--- src/rtl/dac_tx_pkg.sv ---
// Shared definitions for the LVDS DAC transmit path (framer and output stage).
// Holds the framer state encoding, the DAC word width and the mid-scale code
// used whenever no real sample is available.
package dac_tx_pkg;

  localparam int unsigned DAC_DATA_W = 12;
  localparam logic [DAC_DATA_W-1:0] DAC_IDLE_CODE = 12'h800;

  typedef enum logic [1:0] {
    ST_IDLE  = 2'd0,
    ST_PRIME = 2'd1,
    ST_RUN   = 2'd2,
    ST_DRAIN = 2'd3
  } dac_tx_state_e;

  // RUN and DRAIN behave identically on the output side.
  function automatic logic is_streaming(input dac_tx_state_e st);
    return (st == ST_RUN) || (st == ST_DRAIN);
  endfunction

endpackage

--- src/rtl/sync_fifo.sv ---
// Single-clock first-word-fall-through FIFO.
// Ports:
//   clk, rst      clock, synchronous active-high reset
//   clr           synchronous clear (pointers and level to zero)
//   wr_en/wr_data write request and data (ignored when full)
//   rd_en         pop request (ignored when empty)
//   rd_data       head word, valid whenever !empty
//   full, empty   status from the registered level
//   level         current occupancy, 0..DEPTH
module sync_fifo #(
  parameter int unsigned WIDTH = 12,
  parameter int unsigned DEPTH = 16
) (
  input  logic                     clk,
  input  logic                     rst,
  input  logic                     clr,
  input  logic                     wr_en,
  input  logic [WIDTH-1:0]         wr_data,
  input  logic                     rd_en,
  output logic [WIDTH-1:0]         rd_data,
  output logic                     full,
  output logic                     empty,
  output logic [$clog2(DEPTH):0]   level
);

  localparam int unsigned PTR_W = $clog2(DEPTH);
  localparam int unsigned LVL_W = PTR_W + 1;

  logic [WIDTH-1:0] mem_q [DEPTH];
  logic [PTR_W-1:0] wr_ptr_q;
  logic [PTR_W-1:0] rd_ptr_q;
  logic [LVL_W-1:0] level_q;
  logic             do_wr;
  logic             do_rd;

  assign full    = (level_q == LVL_W'(DEPTH));
  assign empty   = (level_q == '0);
  assign level   = level_q;
  assign rd_data = mem_q[rd_ptr_q];

  assign do_wr = wr_en && !full;
  assign do_rd = rd_en && !empty;

  // Pointers wrap naturally since DEPTH is a power of two.
  always_ff @(posedge clk) begin
    if (rst || clr) begin
      wr_ptr_q <= '0;
      rd_ptr_q <= '0;
      level_q  <= '0;
    end else begin
      if (do_wr) wr_ptr_q <= wr_ptr_q + 1'b1;
      if (do_rd) rd_ptr_q <= rd_ptr_q + 1'b1;
      case ({do_wr, do_rd})
        2'b10:   level_q <= level_q + 1'b1;
        2'b01:   level_q <= level_q - 1'b1;
        default: level_q <= level_q;
      endcase
    end
  end

  // Storage needs no reset; occupancy is tracked by level_q alone.
  always_ff @(posedge clk) begin
    if (do_wr && !clr && !rst) mem_q[wr_ptr_q] <= wr_data;
  end

endmodule

--- src/rtl/dac_tx_framer.sv ---
// DAC transmit framer: buffers source samples in a small FIFO and emits one
// word per clock to the LVDS stage, with a strobe on the first word of each
// frame. Empty cycles while streaming are filled with the mid-scale code so
// frame timing never slips.
// Ports:
//   clk, rst          clock, synchronous active-high reset
//   enable            level request to stream
//   s_data/s_valid    source sample stream
//   s_ready           space available and not idle
//   tx_data           registered output word
//   tx_strobe         registered, high with word 0 of each frame
//   running           registered, high in RUN or DRAIN
//   fifo_level        FIFO occupancy
//   underrun_cnt      saturating count of inserted idle words
//
// state    | meaning
// ---------+---------------------------------------------------------------
// ST_IDLE  | FIFO held clear, outputs idle, waits for enable
// ST_PRIME | FIFO fills until PRIME_LEVEL, no output words
// ST_RUN   | one word per cycle, frame counter running
// ST_DRAIN | as RUN, enable dropped; finishes current frame then IDLE
module dac_tx_framer
  import dac_tx_pkg::*;
#(
  parameter int unsigned         DATA_W      = DAC_DATA_W,
  parameter int unsigned         FIFO_DEPTH  = 16,
  parameter int unsigned         PRIME_LEVEL = 8,
  parameter int unsigned         FRAME_LEN   = 64,
  parameter logic [DATA_W-1:0]   IDLE_CODE   = DAC_IDLE_CODE
) (
  input  logic                          clk,
  input  logic                          rst,
  input  logic                          enable,
  input  logic [DATA_W-1:0]             s_data,
  input  logic                          s_valid,
  output logic                          s_ready,
  output logic [DATA_W-1:0]             tx_data,
  output logic                          tx_strobe,
  output logic                          running,
  output logic [$clog2(FIFO_DEPTH):0]   fifo_level,
  output logic [15:0]                   underrun_cnt
);

  localparam int unsigned CNT_W = $clog2(FRAME_LEN);
  localparam int unsigned LVL_W = $clog2(FIFO_DEPTH) + 1;

  dac_tx_state_e     state_q, state_d;
  logic [CNT_W-1:0]  frame_cnt_q, frame_cnt_d;
  logic [DATA_W-1:0] tx_data_q, tx_data_d;
  logic              tx_strobe_q, tx_strobe_d;
  logic              running_q, running_d;
  logic [15:0]       underrun_q, underrun_d;

  logic              fifo_clr;
  logic              fifo_wr;
  logic              fifo_rd;
  logic [DATA_W-1:0] fifo_rdata;
  logic              fifo_full;
  logic              fifo_empty;
  logic [LVL_W-1:0]  fifo_lvl;
  logic              frame_last;
  logic              streaming;

  // Readiness looks only at the registered count: a pop in the same cycle
  // does not open a slot until the next cycle.
  assign s_ready = (state_q != ST_IDLE) && !fifo_full;
  assign fifo_wr = s_valid && s_ready;

  // Entering (or staying in) IDLE discards anything still buffered.
  assign fifo_clr = (state_d == ST_IDLE);

  sync_fifo #(
    .WIDTH (DATA_W),
    .DEPTH (FIFO_DEPTH)
  ) u_fifo (
    .clk     (clk),
    .rst     (rst),
    .clr     (fifo_clr),
    .wr_en   (fifo_wr),
    .wr_data (s_data),
    .rd_en   (fifo_rd),
    .rd_data (fifo_rdata),
    .full    (fifo_full),
    .empty   (fifo_empty),
    .level   (fifo_lvl)
  );

  assign streaming  = is_streaming(state_q);
  assign frame_last = (frame_cnt_q == CNT_W'(FRAME_LEN - 1));

  always_comb begin
    state_d     = state_q;
    frame_cnt_d = '0;
    tx_data_d   = IDLE_CODE;
    tx_strobe_d = 1'b0;
    underrun_d  = underrun_q;
    fifo_rd     = 1'b0;

    if (streaming) begin
      fifo_rd     = !fifo_empty;
      tx_data_d   = fifo_empty ? IDLE_CODE : fifo_rdata;
      tx_strobe_d = (frame_cnt_q == '0);
      frame_cnt_d = frame_last ? '0 : frame_cnt_q + 1'b1;
      if (fifo_empty && (underrun_q != 16'hFFFF)) begin
        underrun_d = underrun_q + 16'd1;
      end
    end

    case (state_q)
      ST_IDLE: begin
        if (enable) state_d = ST_PRIME;
      end
      ST_PRIME: begin
        if (!enable) begin
          state_d = ST_IDLE;
        end else if (fifo_lvl >= LVL_W'(PRIME_LEVEL)) begin
          state_d = ST_RUN;
        end
      end
      ST_RUN: begin
        // Dropping enable on the last word of a frame needs no DRAIN pass.
        if (!enable) state_d = frame_last ? ST_IDLE : ST_DRAIN;
      end
      ST_DRAIN: begin
        if (frame_last) state_d = ST_IDLE;
      end
      default: state_d = ST_IDLE;
    endcase

    running_d = is_streaming(state_d);
  end

  always_ff @(posedge clk) begin
    if (rst) begin
      state_q     <= ST_IDLE;
      frame_cnt_q <= '0;
      tx_data_q   <= IDLE_CODE;
      tx_strobe_q <= 1'b0;
      running_q   <= 1'b0;
      underrun_q  <= '0;
    end else begin
      state_q     <= state_d;
      frame_cnt_q <= frame_cnt_d;
      tx_data_q   <= tx_data_d;
      tx_strobe_q <= tx_strobe_d;
      running_q   <= running_d;
      underrun_q  <= underrun_d;
    end
  end

  assign tx_data      = tx_data_q;
  assign tx_strobe    = tx_strobe_q;
  assign running      = running_q;
  assign fifo_level   = fifo_lvl;
  assign underrun_cnt = underrun_q;

endmodule

--- config.mk ---
export PLATFORM = sky130hd
export DESIGN_NAME = dac_tx_framer
export DESIGN_NICKNAME = d
export VERILOG_FILES = /design/src/rtl/dac_tx_pkg.sv /design/src/rtl/sync_fifo.sv /design/src/rtl/dac_tx_framer.sv
export SDC_FILE = /design/constraint.sdc
export NUM_CORES = 1
export LEC_CHECK = 0
export ABC_CLOCK_PERIOD_IN_PS = 3100
export CAP_MARGIN = 30
export CORE_MARGIN = 4
export CORE_UTILIZATION = 40
export CTS_BUF_LIST = sky130_fd_sc_hd__clkbuf_4 sky130_fd_sc_hd__clkbuf_8
export DETAILED_ROUTE_END_ITERATION = 6
export DONT_BUFFER_PORTS = 1
export HOLD_SLACK_MARGIN = 0.03
export MAX_ROUTING_LAYER = met4
export SKIP_LAST_GASP = 1
export SLEW_MARGIN = 5
export SYNTH_ARGS = -nofsm -noshare
export SYNTH_HDL_FRONTEND = slang
export SYNTH_SLANG_ARGS = --single-unit
export TNS_END_PERCENT = 30
--- constraint.sdc ---
create_clock -name clk -period 3.1 [get_ports clk]
set_input_delay 0.31 -clock clk [delete_from_list [all_inputs] [get_ports clk]]
set_output_delay 0.31 -clock clk [all_outputs]
set_load 0.05 [all_outputs]
==> impl_table.tex, run 1 <==
\begin{tabular}{lr}
\hline
Metric & Value \\
\hline
\multicolumn{2}{l}{\textbf{GRT}} \\
Pin count of the biggest net entering global routing & 29 \\
Remaining global-route overflow & 0 \\
Wire length of the first global-routing pass & 33,100 um \\
All-layer global routing usage & 16.6\% \\
Number of global-route vias before repair & 5,692 \\
Antenna violations before repair & 0 \\
\multicolumn{2}{l}{\textbf{Timing}} \\
Setup repair after global routing missed its margin & no \\
Final-report hold violation count & 0 \\
Least setup slack across all paths after layout & 388 ps \\
Final TNS setup & 0 ps \\
Worst Max-Slew Pin Slew & 834 ps \\
Highest Clock Rate & 369 MHz \\
Count of pins over their slew limit & 0 \\
Clk\_skew & 27.1 ps \\
Worst relative slew slack & 44.2\% \\
Final setup vio count & 0 \\
Final worst path period need & 2710 ps \\
Final-layout worst hold slack & 107 ps \\
Final critical-path share of the clock period & 87.5\% \\
\multicolumn{2}{l}{\textbf{Cells and area}} \\
Antenna diode count & 0 \\
Nets & 678 \\
Post-Layout Cell Count & 998 \\
Fraction of layout cells with a size suffix above 1 & 27.0\% \\
Layout overhead on the synthesized area & 15.7\% \\
Fill cell count & 2,078 \\
Fin area & 11,200 um\^{}2 \\
Final core utilization & 47.4\% \\
\multicolumn{2}{l}{\textbf{Setup path}} \\
Worst reg-to-reg path cell count & 9 \\
Register-to-register setup slack & 390 ps \\
Required time at the endpoint of the critical path & 3570 ps \\
Maximum fanout along the worst path & 7 \\
Cells along the critical path & or3\_1 -> o211a\_1 -> inv\_1 -> ha\_1 -> ha\_1 -> a21o\_1 -> a21oi\_1 -> mux2i\_1 -> mux2i\_1 \\
Family with the most delay on the worst path & compound AO/OA/AOI/OAI gates \\
Critical path endpoint category & flip-flop \\
Endpoint of the worst register-to-register path & u\_fifo.level[4] \\
Critical setup path kind & reg2reg \\
Largest stage delay, worst path & 430 ps \\
Buffers and inverters on the worst path & 1 \\
Slowest CP cell & sky130\_fd\_sc\_hd\_\_or3\_1 \\
Worst setup SP type & flip-flop \\
Signal arrival time at the worst endpoint & 3180 ps \\
Worst reg2reg path startpoint & u\_fifo.level[0] \\
\multicolumn{2}{l}{\textbf{Die}} \\
Chip Width & 164 um \\
Standard-cell row count & 56 \\
Effective utilization at floorplan & 40.9\% \\
Chip Height & 164 um \\
Core box area & 23,700 um\^{}2 \\
Number of top-level pins & 52 \\
Floorplan die area & 26,800 um\^{}2 \\
\multicolumn{2}{l}{\textbf{Synth}} \\
Number of instances in the synthesized netlist & 575 \\
List of most frequent post-synthesis cells & sky130\_fd\_sc\_hd\_\_edfxtp\_1 (192), sky130\_fd\_sc\_hd\_\_dfxtp\_1 (50), sky130\_fd\_sc\_hd\_\_mux4\_2 (47), sky130\_fd\_sc\_hd\_\_nor2\_1 (46), sky130\_fd\_sc\_hd\_\_a21oi\_1 (25) \\
Register bit total from synthesis & 242 \\
Most frequent cell after synthesis & sky130\_fd\_sc\_hd\_\_edfxtp\_1 \\
Sequential element share of the synthesized area & 69.8\% \\
Async set-or-reset flop fraction in the synthesized netlist & 0\% \\
Total number of yosys warnings & 0 \\
Biggest area consumer among synthesized cells & sky130\_fd\_sc\_hd\_\_edfxtp\_1 \\
Average instance area after synthesis & 16.9 um\^{}2 \\
Main flop type after synthesis & sky130\_fd\_sc\_hd\_\_edfxtp\_1 \\
Netlist area before placement & 9690 um\^{}2 \\
Adder and majority cell fraction of the synthesized area & 1.76\% \\
Leading cell types by total area after synthesis & sky130\_fd\_sc\_hd\_\_edfxtp\_1 (59\%), sky130\_fd\_sc\_hd\_\_mux4\_2 (11\%), sky130\_fd\_sc\_hd\_\_dfxtp\_1 (10\%), sky130\_fd\_sc\_hd\_\_nor2\_1 (1.8\%), sky130\_fd\_sc\_hd\_\_a22oi\_1 (1.7\%) \\
Area fraction in compound gates after synthesis & 5.46\% \\
Fraction of the mapped netlist area in simple logic gates & 7.40\% \\
Mux cell area share after synthesis & 12.6\% \\
Xor-xnor portion of the synthesized cell area & 0.994\% \\
EDFF count, synth & 192 \\
Combinational family with the most area after synthesis & multiplexers \\
Top cell type's share of synthesized area & 59.5\% \\
Synth unique cells & 57 \\
Net count after synthesis & 604 \\
\multicolumn{2}{l}{\textbf{Clocking}} \\
H-tree levels & 2 \\
Clk Tree Root Cell & sky130\_fd\_sc\_hd\_\_clkbuf\_8 \\
Clock-pin transition on the worst setup and hold timing paths & 70 ps \\
TritonCTS Buffers & 39 \\
Clock latency on the worst-skew pair & 550 ps \\
CTS tree & yes \\
Number of clock sinks & 242 \\
Maximum count of clock buffers along a single path & 3 \\
Count of instances resized after the clock tree is built & 0 \\
\multicolumn{2}{l}{\textbf{Worst hold path}} \\
Hold path start & s\_valid \\
Class of the worst hold path & in2reg \\
Hold Path Depth & 4 \\
Worst hold endpoint & u\_fifo.wr\_ptr\_q[2] \\
\multicolumn{2}{l}{\textbf{Pwr}} \\
Relative contribution of sequential cells to total power & 56.5\% \\
Clk network pwr share & 41.9\% \\
Overall power & 6.20 mW \\
Power dissipated by switching net loads & 1.32 mW \\
Cell-internal power & 4.88 mW \\
Max VDD drop & 280 uV \\
Pwr per Cell Area & 553 nW/um\^{}2 \\
Switching fraction of total power & 21.3\% \\
Part of the power in combinational logic & 1.5\% \\
Leakage dissipation & 3.71 nW \\
\multicolumn{2}{l}{\textbf{Route}} \\
Initial DRT Pass Iterations & 5 \\
Sum of routed wire length over all layers & 20,900 um \\
Number of antenna-violating nets in the routed design & 0 \\
Average routed wire per standard cell & 20.9 um \\
Remaining routing DRC violations & 0 \\
Via density per instance & 5.41 \\
Initial drt markers & 346 \\
Total via count in the routed design & 5,399 \\
\multicolumn{2}{l}{\textbf{Place}} \\
Final HPWL from detailed placement & 13,100 um \\
Cell area reported after detailed placement & 10,300 um\^{}2 \\
Placer's final routability congestion estimate & 0.792 \\
Number of cells in the design after placement & 912 \\
Worst slack after detailed placement & 412 ps \\
Total of buffers placed on input and output ports & 0 \\
\multicolumn{2}{l}{\textbf{Flow run}} \\
Maxcap violations & 0 \\
\multicolumn{2}{l}{\textbf{Outcome}} \\
Status & completed \\
\hline
\end{tabular}
==> how the worst max path moves through the flow <==
stage / startpoint / endpoint / slack, ps / cells past startpoint
floorplan: u_fifo.level[0] / u_fifo.level[4] / 270 / 9
global placement: u_fifo.level[0] / u_fifo.level[4] / 510 / 9
detailed placement: u_fifo.level[0] / u_fifo.level[4] / 410 / 9
CTS: u_fifo.level[0] / u_fifo.level[4] / 400 / 9
global route: u_fifo.level[0] / u_fifo.level[3] / 160 / 9
finish: u_fifo.level[0] / u_fifo.level[4] / 390 / 9
==> repair_timing <==
action                    CTS  global route
buffers inserted            0             0
hold buffers               14             0
hold endpoints to repair  216             0
==> power groups by stage <==
stage	Sequential (mW)	Clock, mW	Combinational [mW]
floorplan	3.58	0	0.0347
global route	3.50	2.84	0.105
detailed placement	3.57	0	0.0411
global placement	3.57	0	0.0395
CTS	3.50	2.68	0.0946
finish	3.51	2.60	0.0944
==> cells by family (layout without fill, tap and decap cells) <==
group                      Yosys count  in the layout
AOI/OAI and AO/OA                   79             79
and+or+nand+nor                    129            129
DFF                                242            242
buffers and inverters               39            143
adders and majority gates           13             13
muxes                               62             62
xor gates and xnor gates            11             11
==> worst register-to-register path: stages, from the launching register on <==
cell and delay (ps):
sky130_fd_sc_hd__dfxtp_1 310, sky130_fd_sc_hd__or3_1 430, sky130_fd_sc_hd__o211a_1 360, sky130_fd_sc_hd__inv_1 140
sky130_fd_sc_hd__ha_1 290, sky130_fd_sc_hd__ha_1 310, sky130_fd_sc_hd__a21o_1 190, sky130_fd_sc_hd__a21oi_1 180
sky130_fd_sc_hd__mux2i_1 250, sky130_fd_sc_hd__mux2i_1 190
==> layout by cell type (no fill, tap or decap), drive strengths merged, types with 3 or more instances in the layout <==
cell type / count
mux2i: 7
a21oi: 25
or4: 4
buf: 49
nand2b: 6
nand4: 4
o31ai: 5
o21ai: 6
nand2: 10
dfxtp: 50
nand3: 11
dlygate4sd3: 14
and3: 5
a211oi: 3
mux2: 8
clkbuf: 51
mux4: 47
nor2b: 14
inv: 10
a22oi: 22
xnor2: 6
or2: 3
clkinv: 17
edfxtp: 192
ha: 12
o211ai: 6
nor2: 46
nor4: 8
xor2: 5
nor3: 5
or3: 5
==> state kept, by name, indices dropped and copies added (netlist names) <==
name / flops
u_fifo.mem_q: 192
underrun_cnt: 16
tx_data: 12
frame_cnt_q: 6
u_fifo.level: 5
u_fifo.rd_ptr_q: 4
u_fifo.wr_ptr_q: 4
state_q: 2
tx_strobe: 1
==> layout make-up <==
| class | instances | area [um^2] | area share (%) |
|---|---|---|---|
| clock buffer | 51 | 633 | 5.64 |
| clock inverter | 20 | 106 | 0.948 |
| inverter | 9 | 33.8 | 0.301 |
| multi-input combinational | 294 | 2750 | 24.5 |
| sequential | 242 | 6770 | 60.4 |
| tap | 319 | 399 | 3.56 |
| timing repair buffer | 63 | 524 | 4.67 |
==> routing by layer <==
layer | global-route usage [%] | up-vias | share of wire [%]
li1 | - | 2429 | -
met1 | 22.0 | 2757 | 42
met2 | 25.9 | 184 | 49
met3 | 3.81 | 29 | 7.1
met4 | 4.57 | 0 | 1.5
met5 | - | - | 0
Note: power is estimated with default switching activity, not from simulation.
==> run 2: changes to the inputs <==
ABC_CLOCK_PERIOD_IN_PS = 2700   (was 3100)
clock period = 2.7 ns   (was 3.1 ns; I/O delays follow)
==> impl_table.tex, run 2 (synthesized netlist as in run 1, its figures left out) <==
\begin{tabular}{lr}
\hline
Metric & Value \\
\hline
\multicolumn{2}{l}{\textbf{Setup path}} \\
Required time at the endpoint of the critical path & 3150 ps (was 3570 ps) \\
Most used cell, CP & sky130\_fd\_sc\_hd\_\_mux2i\_1 \\
Worst reg2reg path startpoint & u\_fifo.level[0] (unchanged) \\
Register-to-register setup slack & 200 ps (was 390 ps) \\
Critical path endpoint category & flip-flop (unchanged) \\
Worst reg-to-reg path cell count & 9 (unchanged) \\
Maximum fanout along the worst path & 6 (was 7) \\
Worst setup SP type & flip-flop (unchanged) \\
Largest stage delay, worst path & 450 ps (was 430 ps) \\
Endpoint of the worst register-to-register path & u\_fifo.level[4] (unchanged) \\
Slowest CP cell & sky130\_fd\_sc\_hd\_\_or3\_1 (unchanged) \\
Critical setup path kind & reg2reg (unchanged) \\
Signal arrival time at the worst endpoint & 2960 ps (was 3180 ps) \\
Cells along the critical path & or3\_1 -> o211a\_1 -> inv\_1 -> ha\_2 -> ha\_1 -> a21o\_1 -> a21oi\_1 -> mux2i\_1 -> mux2i\_1 (was or3\_1 -> o211a\_1 -> inv\_1 -> ha\_1 -> ha\_1 -> a21o\_1 -> a21oi\_1 -> mux2i\_1 -> mux2i\_1) \\
\multicolumn{2}{l}{\textbf{Pwr}} \\
Switching fraction of total power & 19.7\% (was 21.3\%) \\
Part of the power in combinational logic & 1.5\% (about the same) \\
Cell-internal power & 6.04 mW (was 4.88 mW) \\
Power dissipated by switching net loads & 1.48 mW (was 1.32 mW) \\
Clk network pwr share & 45.1\% (was 41.9\%) \\
Relative contribution of sequential cells to total power & 53.5\% (was 56.5\%) \\
Leakage dissipation & 3.85 nW (was 3.71 nW) \\
Max VDD drop & 351 uV (was 280 uV) \\
Pwr per Cell Area & 657 nW/um\^{}2 (was 553 nW/um\^{}2) \\
\multicolumn{2}{l}{\textbf{Cells and area}} \\
Antenna diode count & 0 (unchanged) \\
Register bank with the most flops & u\_fifo.mem\_q (unchanged) \\
Nets & 689 (was 678) \\
Layout overhead on the synthesized area & 18.2\% (was 15.7\%) \\
Commonest non-fill, non-tap cell in the layout & sky130\_fd\_sc\_hd\_\_edfxtp\_1 (unchanged) \\
Max FFs per register & 192 (unchanged) \\
Fill cell count & 2,041 (was 2,078) \\
Fraction of layout cells with a size suffix above 1 & 30.0\% (was 27.0\%) \\
Top library cells by usage in the layout, fill and taps aside & sky130\_fd\_sc\_hd\_\_edfxtp\_1 (192), sky130\_fd\_sc\_hd\_\_buf\_4 (54), sky130\_fd\_sc\_hd\_\_clkbuf\_8 (48) (was sky130\_fd\_sc\_hd\_\_edfxtp\_1 (192), sky130\_fd\_sc\_hd\_\_dfxtp\_1 (48), sky130\_fd\_sc\_hd\_\_mux4\_2 (47), sky130\_fd\_sc\_hd\_\_buf\_4 (47), sky130\_fd\_sc\_hd\_\_nor2\_1 (46)) \\
Fin area & 11,500 um\^{}2 (was 11,200 um\^{}2) \\
\multicolumn{2}{l}{\textbf{Timing}} \\
Highest Clock Rate & 399 MHz (was 369 MHz) \\
Final-report hold violation count & 0 (unchanged) \\
Worst relative slew slack & 44.9\% (was 44.2\%) \\
Clk\_skew & 26.7 ps (was 27.1 ps) \\
Worst Max-Slew Pin Slew & 823 ps (was 834 ps) \\
Final worst path period need & 2500 ps (was 2710 ps) \\
Final setup vio count & 0 (unchanged) \\
Setup repair after global routing missed its margin & no (unchanged) \\
Count of pins over their slew limit & 0 (unchanged) \\
Final critical-path share of the clock period & 92.8\% (was 87.5\%) \\
Final-layout worst hold slack & 141 ps (was 107 ps) \\
\multicolumn{2}{l}{\textbf{Clocking}} \\
Maximum count of clock buffers along a single path & 3 (unchanged) \\
Clock latency on the worst-skew pair & 540 ps (was 550 ps) \\
Number of clock sinks & 242 (unchanged) \\
CTS tree & yes (unchanged) \\
H-tree levels & 2 (unchanged) \\
Clock-pin transition on the worst setup and hold timing paths & 60 ps (was 70 ps) \\
Clk Tree Root Cell & sky130\_fd\_sc\_hd\_\_clkbuf\_8 (unchanged) \\
TritonCTS Buffers & 41 (was 39) \\
Post CTS Setup Buffer Count & 0 (unchanged) \\
\multicolumn{2}{l}{\textbf{Route}} \\
Via density per instance & 5.35 (was 5.41) \\
Initial DRT Pass Iterations & 4 (was 5) \\
Remaining routing DRC violations & 0 (unchanged) \\
Total via count in the routed design & 5,418 (was 5,399) \\
Sum of routed wire length over all layers & 21,100 um (was 20,900 um) \\
Number of antenna-violating nets in the routed design & 0 (unchanged) \\
Initial drt markers & 320 (was 346) \\
Average routed wire per standard cell & 20.9 um (about the same) \\
\multicolumn{2}{l}{\textbf{Worst hold path}} \\
Worst hold endpoint & u\_fifo.wr\_ptr\_q[3] (was u\_fifo.wr\_ptr\_q[2]) \\
Class of the worst hold path & in2reg (unchanged) \\
Hold path start & s\_valid (unchanged) \\
Hold Path Depth & 4 (unchanged) \\
\multicolumn{2}{l}{\textbf{GRT}} \\
Wire length of the first global-routing pass & 32,500 um (was 33,100 um) \\
All-layer global routing usage & 16.6\% (about the same) \\
Pin count of the biggest net entering global routing & 29 (unchanged) \\
Remaining global-route overflow & 0 (unchanged) \\
Number of global-route vias before repair & 5,664 (was 5,692) \\
Antenna violations before repair & 0 (unchanged) \\
\multicolumn{2}{l}{\textbf{Die}} \\
Standard-cell row count & 56 (unchanged) \\
Number of top-level pins & 52 (unchanged) \\
Floorplan die area & 26,800 um\^{}2 (unchanged) \\
Chip Width & 164 um (unchanged) \\
Core box area & 23,700 um\^{}2 (unchanged) \\
Chip Height & 164 um (unchanged) \\
Effective utilization at floorplan & 40.9\% (unchanged) \\
\multicolumn{2}{l}{\textbf{Place}} \\
Placer's final routability congestion estimate & 0.806 (was 0.792) \\
Cell area reported after detailed placement & 10,400 um\^{}2 (was 10,300 um\^{}2) \\
Final HPWL from detailed placement & 13,000 um (was 13,100 um) \\
Total of buffers placed on input and output ports & 0 (unchanged) \\
\multicolumn{2}{l}{\textbf{Flow run}} \\
Maxcap violations & 0 (unchanged) \\
\multicolumn{2}{l}{\textbf{Outcome}} \\
Status & completed (unchanged) \\
\hline
\end{tabular}
run 2: cell types whose count changed in the layout (fill, tap and decap cells not counted), sizes merged:
cell	change
clkinv	-11
clkinvlp	-2
clkbuf	+16
dlygate4sd3	+1
inv	+1
buf	+8
bufinv	+1
run 2: power groups by stage:
stage | sequential (mW) | clock [mW] | combinational, mW
global placement | 4.10 | 0 | 0.0473
CTS | 4.02 | 3.49 | 0.109
finish | 4.03 | 3.39 | 0.110
detailed placement | 4.10 | 0 | 0.0485
floorplan | 4.11 | 0 | 0.0399
global route | 4.02 | 3.69 | 0.121
run 2: how the worst max path moves through the flow:
stage | from | end | slack [ps] | cells after the start
after floorplan | state_q[1] | u_fifo.mem_q[1][0] | -60 | 4
after global placement | u_fifo.level[0] | u_fifo.level[4] | 190 | 9
after detailed placement | u_fifo.level[0] | u_fifo.level[4] | 140 | 9
after CTS | u_fifo.level[0] | u_fifo.level[4] | 120 | 9
after global routing | u_fifo.level[0] | u_fifo.level[4] | 40 | 9
final | u_fifo.level[0] | u_fifo.level[4] | 200 | 9
run 2: timing repair:
item                                    CTS  global route
gates resized for setup                   0             2
hold endpoints to repair                217             0
endpoints found under the setup margin    0             1
hold buffers                             15             0
run 2: final cells by class:
class	count	area [um^2]	share of cell area, %
Sequential cell	242	6770	59.1
Tap cell	319	399	3.48
Clock buffer	67	803	7.01
Multi-Input combinational cell	294	2760	24.1
Clock inverter	9	76.3	0.666
Inverter	9	33.8	0.295
Timing Repair Buffer	72	611	5.33
run 2: per-stage QoR:
stage / TNS, ps / total power [mW] / cells / utilization, % / setup WS [ps]
after global placement: 0 / 4.15 / 920 / 43.9 / 191
after floorplan: -1450 / 4.15 / 575 / - / -59.0
final: 0 / 7.53 / 1012 / 48.4 / 196
after global routing: 0 / 7.83 / 1012 / 48.4 / 40.3
after CTS: 0 / 7.62 / 1011 / 48.3 / 124
after detailed placement: 0 / 4.15 / 920 / 43.9 / 137
run 2: routing by layer:
layer | vias up | GRT usage [%] | wire length, um
li1 | 2463 | - | -
met1 | 2778 | 21.9 | 9130
met2 | 147 | 26.0 | 10200
met3 | 30 | 3.63 | 1400
met4 | 0 | 5.30 | 383
met5 | - | - | 0
run 2: critical path, delay by kind of cell, from the launching register on:
| kind | cells | cell delay, ps |
|---|---|---|
| adders and majority gates | 2 | 540 |
| muxes | 2 | 440 |
| AOI/OAI and AO/OA | 3 | 630 |
| buffers and inverters | 1 | 90 |
| DFF | 1 | 310 |
| and+or+nand+nor | 1 | 450 |
==> run 3: changes to the inputs <==
CORE_UTILIZATION = 30   (was 40)
MAX_ROUTING_LAYER = not set   (was met4)
==> impl_table.tex, run 3 (synthesized netlist as in run 1, its figures left out) <==
\begin{tabular}{lr}
\hline
Metric & Value \\
\hline
\multicolumn{2}{l}{\textbf{Clocking}} \\
H-tree levels & 2 (unchanged) \\
Clock latency on the worst-skew pair & 540 ps (about the same) \\
Number of clock sinks & 242 (unchanged) \\
Clock-pin transition on the worst setup and hold timing paths & 60 ps (about the same) \\
Clk Tree Root Cell & sky130\_fd\_sc\_hd\_\_clkbuf\_8 (unchanged) \\
Post CTS Setup Buffer Count & 0 (unchanged) \\
CTS tree & yes (unchanged) \\
Maximum count of clock buffers along a single path & 3 (unchanged) \\
TritonCTS Buffers & 39 (was 41) \\
\multicolumn{2}{l}{\textbf{Die}} \\
Chip Height & 188 um (was 164 um) \\
Number of top-level pins & 52 (unchanged) \\
Standard-cell row count & 65 (was 56) \\
Chip Width & 188 um (was 164 um) \\
Floorplan die area & 35,300 um\^{}2 (was 26,800 um\^{}2) \\
Effective utilization at floorplan & 30.6\% (was 40.9\%) \\
Core box area & 31,700 um\^{}2 (was 23,700 um\^{}2) \\
\multicolumn{2}{l}{\textbf{Route}} \\
Initial DRT Pass Iterations & 4 (unchanged) \\
Sum of routed wire length over all layers & 21,400 um (was 21,100 um) \\
Met3 routed wirelength & 1600 um (was 1400 um) \\
Total via count in the routed design & 5,378 (was 5,418) \\
Number of antenna-violating nets in the routed design & 0 (unchanged) \\
Highest metal layer with signal wires & met5 (was met4) \\
Average routed wire per standard cell & 19.5 um (was 20.9 um) \\
Remaining routing DRC violations & 0 (unchanged) \\
Total length of routed met2 wires & 10,200 um (about the same) \\
Initial drt markers & 476 (was 320) \\
Via density per instance & 4.91 (was 5.35) \\
Met1 routed wirelength after detailed routing & 9180 um (was 9130 um) \\
\multicolumn{2}{l}{\textbf{Flow run}} \\
Maxcap violations & 0 (unchanged) \\
\multicolumn{2}{l}{\textbf{Setup path}} \\
Required time at the endpoint of the critical path & 3170 ps (was 3150 ps) \\
Largest stage delay, worst path & 440 ps (was 450 ps) \\
Critical path endpoint category & flip-flop (unchanged) \\
Worst setup SP type & flip-flop (unchanged) \\
Critical setup path kind & reg2reg (unchanged) \\
Cells along the critical path & or3\_1 -> o211a\_1 -> inv\_1 -> ha\_2 -> ha\_1 -> a21o\_1 -> a21oi\_1 -> mux2i\_1 -> mux2i\_1 (unchanged) \\
Most used cell, CP & sky130\_fd\_sc\_hd\_\_mux2i\_1 (unchanged) \\
Maximum fanout along the worst path & 6 (unchanged) \\
Slowest CP cell & sky130\_fd\_sc\_hd\_\_or3\_1 (unchanged) \\
CP Depth & 9 (unchanged) \\
Signal arrival time at the worst endpoint & 3020 ps (was 2960 ps) \\
Family with the most delay on the worst path & compound AO/OA/AOI/OAI gates (unchanged) \\
Worst reg-to-reg path cell count & 9 (unchanged) \\
Buffers and inverters on the worst path & 1 (unchanged) \\
\multicolumn{2}{l}{\textbf{GRT}} \\
Remaining global-route overflow & 0 (unchanged) \\
Antenna violations before repair & 2 (was 0) \\
Number of global-route vias before repair & 5,550 (was 5,664) \\
Wire length of the first global-routing pass & 33,000 um (was 32,500 um) \\
Pin count of the biggest net entering global routing & 29 (unchanged) \\
All-layer global routing usage & 12.0\% (was 16.6\%) \\
\multicolumn{2}{l}{\textbf{Place}} \\
Final HPWL from detailed placement & 13,400 um (was 13,000 um) \\
Placer's final routability congestion estimate & 0.747 (was 0.806) \\
Total of buffers placed on input and output ports & 0 (unchanged) \\
\multicolumn{2}{l}{\textbf{Outcome}} \\
Status & completed (unchanged) \\
\multicolumn{2}{l}{\textbf{Cells and area}} \\
Max FFs per register & 192 (unchanged) \\
Top library cells by usage in the layout, fill and taps aside & sky130\_fd\_sc\_hd\_\_edfxtp\_1 (192), sky130\_fd\_sc\_hd\_\_buf\_4 (59), sky130\_fd\_sc\_hd\_\_mux4\_2 (47) (was sky130\_fd\_sc\_hd\_\_edfxtp\_1 (192), sky130\_fd\_sc\_hd\_\_buf\_4 (54), sky130\_fd\_sc\_hd\_\_clkbuf\_8 (48)) \\
Fraction of layout cells with a size suffix above 1 & 29.7\% (was 30.0\%) \\
Commonest non-fill, non-tap cell in the layout & sky130\_fd\_sc\_hd\_\_edfxtp\_1 (unchanged) \\
Nets & 691 (was 689) \\
Layout overhead on the synthesized area & 18.6\% (was 18.2\%) \\
Register bank with the most flops & u\_fifo.mem\_q (unchanged) \\
Final core utilization & 36.2\% (was 48.4\%) \\
\multicolumn{2}{l}{\textbf{Timing}} \\
Final worst path period need & 2550 ps (was 2500 ps) \\
Final critical-path share of the clock period & 94.6\% (was 92.8\%) \\
Worst relative slew slack & 56.8\% (was 44.9\%) \\
Setup repair after global routing missed its margin & yes (was no) \\
Final setup vio count & 0 (unchanged) \\
Worst Max-Slew Pin Slew & 643 ps (was 823 ps) \\
Final-report hold violation count & 0 (unchanged) \\
Count of pins over their slew limit & 0 (unchanged) \\
Clk\_skew & 36.1 ps (was 26.7 ps) \\
Highest Clock Rate & 392 MHz (was 399 MHz) \\
\multicolumn{2}{l}{\textbf{Worst hold path}} \\
Hold Path Depth & 4 (unchanged) \\
Class of the worst hold path & in2reg (unchanged) \\
\multicolumn{2}{l}{\textbf{Pwr}} \\
Leakage dissipation & 3.82 nW (was 3.85 nW) \\
Overall power & 7.29 mW (was 7.53 mW) \\
Pwr per Cell Area & 634 nW/um\^{}2 (was 657 nW/um\^{}2) \\
Max VDD drop & 294 uV (was 351 uV) \\
\hline
\end{tabular}
run 3: repair_timing:
action	4_1_cts	5_1_grt
setup endpoints to repair	0	2
hold buffers	14	0
hold endpoints to repair	216	0
resized for setup	0	1
run 3: path summary, 6_finish.rpt:
kind                    from            endpoint  slack (ps)
max          u_fifo.level[0]     u_fifo.level[4]         150
min                  s_valid  u_fifo.wr_ptr_q[2]          80
max reg2reg  u_fifo.level[0]     u_fifo.level[4]         150
min reg2reg   frame_cnt_q[0]      frame_cnt_q[0]         470
run 3: metal layers:
layer,global-route usage [%],vias up
met4,3.67,2
met3,3.11,44
met1,16.4,2702
met2,18.9,164
met5,0,-
li1,-,2466
run 3: layout make-up:
cell class,instances,area [um^2]
Antenna cell,1,2.50
Timing Repair Buffer,76,638
Fill cell,3012,20200
Sequential cell,242,6770
Tap cell,402,503
Inverter,9,33.8
Multi-Input combinational cell,294,2750
Clock inverter,10,61.3
Clock buffer,62,728
run 3: stage by stage:
step | worst slack (ps) | hold WS, ps | cell area [um^2] | TNS [ps] | std cells
floorplan | -59.0 | 369 | 9710 | -1450 | 575
global route | -8.33 | 72.8 | 11500 | -12.3 | 1096
CTS | 54.8 | 45.6 | 11500 | 0 | 1094
finish | 146 | 80.2 | 11500 | 0 | 1096
global placement | 200 | 345 | 10500 | 0 | 1008
detailed placement | 74.7 | 346 | 10500 | 0 | 1008
run 3: power by group:
part | switching, mW | total, mW | leakage [nW] | internal (mW)
Clock | 1.42 | 3.15 | 0.421 | 1.73
Sequential | 0.00320 | 4.02 | 2.13 | 4.02
Combinational | 0.0769 | 0.112 | 1.26 | 0.0347
Total | 1.50 | 7.29 | 3.82 | 5.78
run 3: worst min-delay path, stage by stage:
cell and delay, ps:
sky130_fd_sc_hd__nand2_1 50, sky130_fd_sc_hd__a211oi_1 70, sky130_fd_sc_hd__xnor2_1 130, sky130_fd_sc_hd__nor2_1 40
